$ cat config.mk
export PLATFORM = sky130hd
export DESIGN_NAME = mem_port_arbiter
export DESIGN_NICKNAME = d
export VERILOG_FILES = /design/src/rtl/mem_port_arbiter.sv
export SDC_FILE = /design/constraint.sdc
export NUM_CORES = 1
export LEC_CHECK = 0
export CORE_AREA = 2 2 191 193
export CTS_CLUSTER_SIZE = 14
export DETAILED_ROUTE_END_ITERATION = 7
export DIE_AREA = 0 0 193 195
export GPL_ROUTABILITY_DRIVEN = 0
export PLACE_DENSITY = 0.61
export SLEW_MARGIN = 25
export SYNTH_ARGS = -nofsm -noshare
export SYNTH_HDL_FRONTEND = slang
export SYNTH_SLANG_ARGS = --single-unit
$ cat constraint.sdc
create_clock -name clk -period 3.5 [get_ports clk]
set_clock_uncertainty 0.2 [all_clocks]
set_input_delay 0.7 -clock clk [delete_from_list [all_inputs] [get_ports clk]]
set_output_delay 0.7 -clock clk [all_outputs]
set_load 0.02 [all_outputs]
$ cat src/rtl/mem_port_arbiter.sv
// Shares one single-ported memory between instruction fetch and data access.
// Data wins ties, but a burst limit guarantees a waiting fetch eventually gets in.
module mem_port_arbiter #(
   parameter int ADDR_W         = 64,
   parameter int DATA_W         = 64,
   parameter int MAX_DATA_BURST = 4
) (
   input  logic              clk,
   input  logic              reset,
   input  logic              i_req,
   input  logic [ADDR_W-1:0] i_addr,
   output logic [31:0]       i_rdata,
   output logic              i_valid,
   output logic              i_stall,
   input  logic              d_req,
   input  logic              d_we,
   input  logic [ADDR_W-1:0] d_addr,
   input  logic [DATA_W-1:0] d_wdata,
   output logic [DATA_W-1:0] d_rdata,
   output logic              d_valid,
   output logic              d_stall,
   output logic              mem_req,
   output logic              mem_we,
   output logic [ADDR_W-1:0] mem_addr,
   output logic [DATA_W-1:0] mem_wdata,
   input  logic [DATA_W-1:0] mem_rdata,
   input  logic              mem_ack
);

   typedef enum logic [1:0] {IDLE, BUSY_I, BUSY_D, RESP} state_t;

   localparam logic [3:0] BURST_LIMIT = 4'(MAX_DATA_BURST);

   state_t     state;
   logic [3:0] burst_cnt;
   logic       grant_data;

   // Data takes the port unless it has already used up its burst allowance
   // while a fetch has been kept waiting.
   assign grant_data = d_req && ((burst_cnt < BURST_LIMIT) || !i_req);

   assign i_stall = i_req & ~i_valid;
   assign d_stall = d_req & ~d_valid;

   always_ff @(posedge clk) begin
      if (reset) begin
         state     <= IDLE;
         burst_cnt <= 4'd0;
         mem_req   <= 1'b0;
         mem_we    <= 1'b0;
         mem_addr  <= '0;
         mem_wdata <= '0;
         i_rdata   <= 32'd0;
         d_rdata   <= '0;
         i_valid   <= 1'b0;
         d_valid   <= 1'b0;
      end else begin
         i_valid <= 1'b0;
         d_valid <= 1'b0;
         case (state)
            IDLE: begin
               if (grant_data) begin
                  state     <= BUSY_D;
                  mem_req   <= 1'b1;
                  mem_we    <= d_we;
                  mem_addr  <= d_addr;
                  mem_wdata <= d_wdata;
                  if (i_req)
                     burst_cnt <= (burst_cnt >= BURST_LIMIT) ? BURST_LIMIT : burst_cnt + 4'd1;
                  else
                     burst_cnt <= 4'd0;
               end else if (i_req) begin
                  state     <= BUSY_I;
                  mem_req   <= 1'b1;
                  mem_we    <= 1'b0;
                  mem_addr  <= i_addr;
                  mem_wdata <= '0;
                  burst_cnt <= 4'd0;
               end
            end
            BUSY_I: begin
               if (mem_ack) begin
                  i_rdata <= mem_rdata[31:0];
                  i_valid <= 1'b1;
                  mem_req <= 1'b0;
                  state   <= RESP;
               end
            end
            BUSY_D: begin
               if (mem_ack) begin
                  // A store returns nothing useful, so the last load result is kept.
                  if (!mem_we)
                     d_rdata <= mem_rdata;
                  d_valid <= 1'b1;
                  mem_req <= 1'b0;
                  state   <= RESP;
               end
            end
            RESP: begin
               state <= IDLE;
            end
            default: begin
               state <= IDLE;
            end
         endcase
      end
   end

endmodule

==> results.py, run 1 <==
metrics = {
    "global_routing": {
        "grt_pass1_wl_mm": 52.6,
        "grt_pass1_vias": 9372,
        "grt_max_degree": 75,
        "overflow": 0,
        "antenna_found_initial": 0,
        "globalRouteTotalUtil": 0.175,
    },
    "timing": {
        "setup_slack_ns": 0.683,
        "whs_ns": 0.250,
        "worst_pin_slew_ns": 0.705,
        "setup-tns-final_ns": 0,
        "clock.fmax_mhz": 355,
        "grt_setup_unrepaired": "false",
        "relSlewSlack": 0.530,
        "setup-violations-final": 0,
        "drv_slew": 0,
        "period_minus_slack_ns": 2.82,
        "hold_viol": 0,
        "finalCritPeriodShare": 0.805,
    },
    "synth": {
        "synth-seq-cells": 234,
        "synth-seq-area-share": 0.511,
        "yosys_most_used_dff": "dfxtp_1",
        "syn_inst": 1116,
        "async_reset_ff_frac": 0,
        "synth.most_common_cell": "nand2_1",
        "synth_top_area_frac": 0.511,
        "yosysUniqueCellTypes": 29,
        "syn_area_mm2": 0.00917,
        "synth_edf_count": 0,
        "synth_warnings": 0,
        "synth_nets": 1384,
        "synth_area_leaders": "dfxtp_1 51%, nand2_1 13%, a21oi_1 10%, a211oi_2 5.5%, a21oi_2 3.8%",
        "synthTopCellsByCount": "326 x nand2_1, 234 x dfxtp_1, 187 x a21oi_1, 72 x nor2_1, 66 x nand3_1",
        "avgSynthCellArea_um2": 8.22,
        "synth_top_cell_by_area": "dfxtp_1",
    },
    "drt": {
        "drc": 0,
        "via_per_inst": 4.59,
        "vias": 9387,
        "wl_per_cell_um": 16.9,
        "firstDrtPassIters": 4,
        "drtIter0Drc": 350,
        "antenna_left": 0,
        "routed_wirelength_mm": 34.6,
    },
    "clock_tree": {
        "post_cts_buffers": 0,
        "cts_tree": "done",
        "h-tree-depth": 1,
        "cts_resized": 0,
        "cts_hold_buf": 0,
        "cts_root_buf": "clkbuf_16",
        "cts_buffers": 28,
        "cts_buffer_depth": 3,
        "clk_pin_slew_ns": 0.05,
        "clk_latency_ns": 0.53,
        "cts.sinks": 234,
    },
    "placement": {
        "dp.cells": 1995,
        "place_area_mm2": 0.0145,
        "portBuffers": 491,
        "place_hpwl_mm": 24.0,
        "place_ws_ns": 0.685,
    },
    "final_layout": {
        "instances_no_fill": 2043,
        "final_core_util": 0.437,
        "final_nets": 1832,
        "area_growth_pct": 68.5,
        "n_fill_cell": 3538,
        "postLayoutCellArea_mm2": 0.0155,
        "antenna_cells": 0,
        "drive_gt1_frac": 0.0967,
    },
    "outcome": {
        "outcome": "finished clean",
    },
    "setup_path": {
        "critPathLaunch": "d_req",
        "crit_type": "primary input to output pin",
        "cp.required_ns": 2.60,
        "reg2reg_from": "state[0]",
        "endpoint_kind": "output pin",
        "critPathArrivalTime_ns": 1.92,
        "path_max_fanout": 2,
        "critPathLaunchType": "primary input",
    },
    "power_and_ir_drop": {
        "swShare": 0.367,
        "pwr-share-seq": 0.324,
        "combPwrFrac": 0.411,
        "power_frac_clock": 0.265,
        "p_per_area_mw_per_mm2": 698,
        "peakVddDrop_mv": 0.489,
        "power_switching_mw": 3.96,
        "power_mw": 10.8,
        "p_leak_nw": 5.39,
        "internal_power_mw": 6.82,
    },
    "flow_run": {
        "maxCapViolations": 0,
    },
    "die": {
        "core_area_mm2": 0.0354,
        "start_util": 0.259,
        "die_w_um": 193,
        "rows": 69,
        "design.die.area_mm2": 0.0376,
        "dieHeight_um": 195,
        "pin_count": 492,
    },
    "min_path": {
        "min_from": "mem_wdata[61]",
        "hp-class": "flip-flop to flip-flop",
    },
}
[area by class of cell]
type | count | area, µm² | share of cell area
inverters | 2 | 7.51 | 0.000486
clock inverters | 5 | 55.1 | 0.00356
flip-flops and latches | 234 | 4680 | 0.303
well taps | 461 | 577 | 0.0373
repair buffers | 514 | 5230 | 0.338
multi-input cells | 784 | 4050 | 0.262
clock buffers | 43 | 848 | 0.0549
[logic make-up (layout without fill, tap and decap cells)]
group / after synthesis / after routing / share of synthesized area
AOI/OAI and AO/OA: 300 / 300 / 0.222
adders and majority gates: 6 / 6 / 0.00819
buffers and inverters: 98 / 564 / 0.0501
DFF: 234 / 234 / 0.511
muxes: 1 / 1 / 0.00109
and+or+nand+nor: 477 / 477 / 0.208
[final timing paths]
| check | cells past startpoint | slack, ns | end |
|---|---|---|---|
| worst min-delay path | 2 | 0.25 | mem_wdata[61] |
| worst max register to register | 7 | 1.41 | d_rdata[56] |
| worst min register to register | 2 | 0.25 | mem_wdata[61] |
| worst max-delay path | 3 | 0.68 | d_stall |
[metal layers]
metal  GRT usage  share of wire
met5           0              0
met4      0.0463          0.023
met3      0.0642           0.11
met2       0.303           0.48
met1       0.202           0.40
[worst max-delay path, cell delays in order]
cell	delay (ns)
clkdlybuf4s50_1	0.48
nor2b_1	0.13
clkdlybuf4s50_1	0.60
[layout by cell type (no fill, tap or decap)]
cell / n
inv_1: 2
and2_4: 1
mux2i_1: 1
a21oi_2: 40
nor2b_1: 3
ha_1: 6
nor2_1: 72
a22oi_1: 1
o21a_4: 1
bufinv_16: 1
nor2_4: 1
nand3_1: 66
a21oi_1: 187
clkbuf_16: 29
clkinvlp_4: 2
clkinv_2: 2
and2_1: 1
nor3_1: 3
nand2_1: 326
nand2_2: 1
a211oi_1: 25
clkbuf_1: 7
buf_12: 11
o21ai_0: 2
clkbuf_8: 8
dfxtp_1: 234
a211oi_2: 40
nor3b_1: 2
o21ai_4: 1
or2_2: 1
o21ai_2: 1
buf_4: 12
a221oi_2: 1
a31oi_1: 1
clkdlybuf4s50_1: 490
[registers in the layout (all words and copies together), names as in the netlist]
register and cells:
mem_we 1, mem_req 1, d_valid 1, d_rdata 64, i_rdata 32, mem_addr 64
i_valid 1, mem_wdata 64, state 2, burst_cnt 4
[power by group through the flow]
stage / clock network [mW] / registers (mW) / logic [mW]
3_5_place_dp: 0 / 3.54 / 4.48
5_1_grt: 3.07 / 3.56 / 4.81
3_3_place_gp: 0 / 3.52 / 4.45
6_report: 2.86 / 3.49 / 4.43
4_1_cts: 2.96 / 3.50 / 4.50
2_1_floorplan: 0 / 4.14 / 1.92
Note: power is estimated with default switching activity, not from simulation.
==> run 2: changes to the inputs <==
--- a/config.mk
+++ b/config.mk
@@ -5,12 +5,12 @@
 export SDC_FILE = /design/constraint.sdc
 export NUM_CORES = 1
 export LEC_CHECK = 0
-export CORE_AREA = 2 2 191 193
+export CORE_AREA = 2 2 189 191
 export CTS_CLUSTER_SIZE = 14
 export DETAILED_ROUTE_END_ITERATION = 7
-export DIE_AREA = 0 0 193 195
+export DIE_AREA = 0 0 191 193
 export GPL_ROUTABILITY_DRIVEN = 0
-export PLACE_DENSITY = 0.61
+export PLACE_DENSITY = 0.64
 export SLEW_MARGIN = 25
 export SYNTH_ARGS = -nofsm -noshare
 export SYNTH_HDL_FRONTEND = slang
==> constraint.sdc (replaced) <==
create_clock -name clk -period 2.41 [get_ports clk]
set_clock_uncertainty 0.2 [all_clocks]
set_input_delay 0.482 -clock clk [delete_from_list [all_inputs] [get_ports clk]]
set_output_delay 0.482 -clock clk [all_outputs]
set_load 0.02 [all_outputs]
==> run 2 against run 1 <==
- global-route usage up 0.088 points
- cell count up 1.9%
- combinational power up 58%
- register-to-register slack worse by 0.86 ns
- first-iteration DRC count up 0.29%
- design area up 2.7%
- clock power up 48%
- critical path type is now flip-flop to output pin
- critical endpoint is now mem_addr[63]
- largest power group unchanged
- highest routed layer unchanged
==> results.py, run 2 (same netlist as run 1, synthesis figures left out) <==
metrics = {
    "setup_path": {
        "crit_type": "flip-flop to output pin",
        "critical_path_depth": 1,
        "endpoint_kind": "output pin",
        "crit_buf_inv": 1,
        "critPathArrivalTime_ns": 1.57,
        "cpPeakStageDelay_ns": 0.64,
        "reg2regPathDepth": 7,
        "path_max_fanout": 2,
        "crit_slowest_cell": "clkdlybuf4s50_1",
        "critPathLaunchType": "flip-flop",
        "path_cells": "clkdlybuf4s50_1",
        "ff2ff_setup_slack_ns": 0.55,
        "reg2reg_from": "state[1]",
        "cp.required_ns": 1.73,
        "r2r_end": "mem_addr[8]",
        "crit_family": "buffers and inverters",
    },
    "die": {
        "dieHeight_um": 193,
        "start_util": 0.262,
        "die_w_um": 191,
        "core_area_mm2": 0.0350,
        "pin_count": 492,
        "design.die.area_mm2": 0.0369,
        "rows": 69,
    },
    "final_layout": {
        "top_regs": "d_rdata x64, mem_addr x64, mem_wdata x64",
        "area_growth_pct": 73.0,
        "final_cell_mix": "487 x clkdlybuf4s50_1, 326 x nand2_1, 234 x dfxtp_1",
        "final_nets": 1866,
        "final_common_cell": "clkdlybuf4s50_1",
        "final_core_util": 0.454,
        "n_fill_cell": 3488,
        "drive_gt1_frac": 0.117,
    },
    "global_routing": {
        "use_met1": 0.205,
        "grt_max_degree": 68,
        "overflow": 0,
        "grt_pass1_vias": 9498,
        "antenna_found_initial": 2,
        "globalRouteTotalUtil": 0.176,
        "top_usage_layer": "met2",
        "use_met3": 0.0592,
        "grt_pass1_wl_mm": 51.7,
        "grt.met2_usage": 0.300,
    },
    "clock_tree": {
        "cts.sinks": 234,
        "cts_buffers": 27,
        "h-tree-depth": 1,
        "cts_root_buf": "clkbuf_16",
        "clk_latency_ns": 0.55,
        "cts_hold_buf": 0,
        "clk_pin_slew_ns": 0.06,
        "cts_tree": "done",
        "cts_buffer_depth": 3,
    },
    "placement": {
        "portBuffers": 491,
        "place_hpwl_mm": 24.9,
    },
    "timing": {
        "clock.fmax_mhz": 444,
        "worst_pin_slew_ns": 0.586,
        "whs_ns": 0.251,
        "setup-tns-final_ns": 0,
        "finalCritPeriodShare": 0.935,
        "grt_setup_unrepaired": "false",
        "relSlewSlack": 0.609,
        "setup-violations-final": 0,
        "hold_viol": 0,
        "drv_slew": 0,
        "period_minus_slack_ns": 2.25,
    },
    "power_and_ir_drop": {
        "p_leak_nw": 5.64,
        "power_mw": 16.3,
        "peakVddDrop_mv": 0.531,
        "p_per_area_mw_per_mm2": 1030,
    },
    "min_path": {
        "min_from": "mem_wdata[36]",
        "hold_end": "mem_wdata[36]",
        "hold_depth": 2,
        "hp-class": "flip-flop to flip-flop",
    },
    "drt": {
        "antenna_left": 0,
        "firstDrtPassIters": 6,
        "routed_wirelength_mm": 34.5,
        "vias": 9538,
        "wl_per_cell_um": 16.6,
        "via_per_inst": 4.58,
        "drc": 0,
        "drtIter0Drc": 351,
    },
    "outcome": {
        "outcome": "finished clean",
    },
    "flow_run": {
        "maxCapViolations": 0,
    },
}
run 2: cell count changes in the layout (fill, tap and decap cells not counted), moves of 2 or more:
| cell | before | now |
|---|---|---|
| diode_2 | 0 | 2 |
| clkbuf_16 | 29 | 27 |
| bufinv_16 | 1 | 3 |
| dlygate4sd2_1 | 0 | 2 |
| clkdlybuf4s50_1 | 490 | 487 |
| buf_4 | 12 | 36 |
| buf_12 | 11 | 22 |
run 2: worst max path at each step:
| stage | from | end | slack, ns |
|---|---|---|---|
| final | mem_addr[63] | mem_addr[63] | 0.16 |
| after CTS | mem_we | mem_we | 0.003 |
| after detailed placement | d_req | d_stall | -0.05 |
| after floorplan | d_req | mem_addr[41] | 0.67 |
| after global routing | mem_addr[4] | mem_addr[4] | 0.11 |
| after global placement | d_req | d_stall | -0.05 |
run 2: timing repair:
item | in CTS | in global routing
setup buffers | 0 | 0
setup endpoints to repair | 2 | 1
gates resized for setup | 2 | 1
run 2: per-layer routing:
metal  part of all wire  up-vias
met5                  0        -
li1                   -     4708
met1               0.40     4395
met4              0.032        0
met3              0.094       69
met2               0.48      366
run 2: cell type report:
cell class	count	area, µm²	area share
clock inverters	10	136	0.00859
inverters	2	7.51	0.000473
diodes	2	5.00	0.000315
repair buffers	549	5630	0.355
well taps	461	577	0.0363
multi-input cells	784	4050	0.255
flip-flops and latches	234	4680	0.295
clock buffers	39	781	0.0492
run 2: worst min-delay path, delay by kind of cell (launching register included):
family	cells	cell delay, ns
AND/OR/NAND/NOR	1	0.05
AO/OA/AOI/OAI	1	0.05
flip-flops	1	0.30
run 2: report_power, final:
| group | internal [mW] | switching [mW] | leakage [nW] |
|---|---|---|---|
| sequential | 4.65 | 0.420 | 1.91 |
| combinational | 3.21 | 3.78 | 3.28 |
| clock | 2.56 | 1.68 | 0.442 |
| total | 10.4 | 5.88 | 5.64 |
run 2: stage by stage:
step	cells	setup slack [ns]	instance area, µm²
after floorplan	1116	0.667	9170
after global placement	2030	-0.0518	14900
after detailed placement	2030	-0.0476	14900
after CTS	2079	0.00347	15900
after global routing	2081	0.114	15900
final	2081	0.156	15900
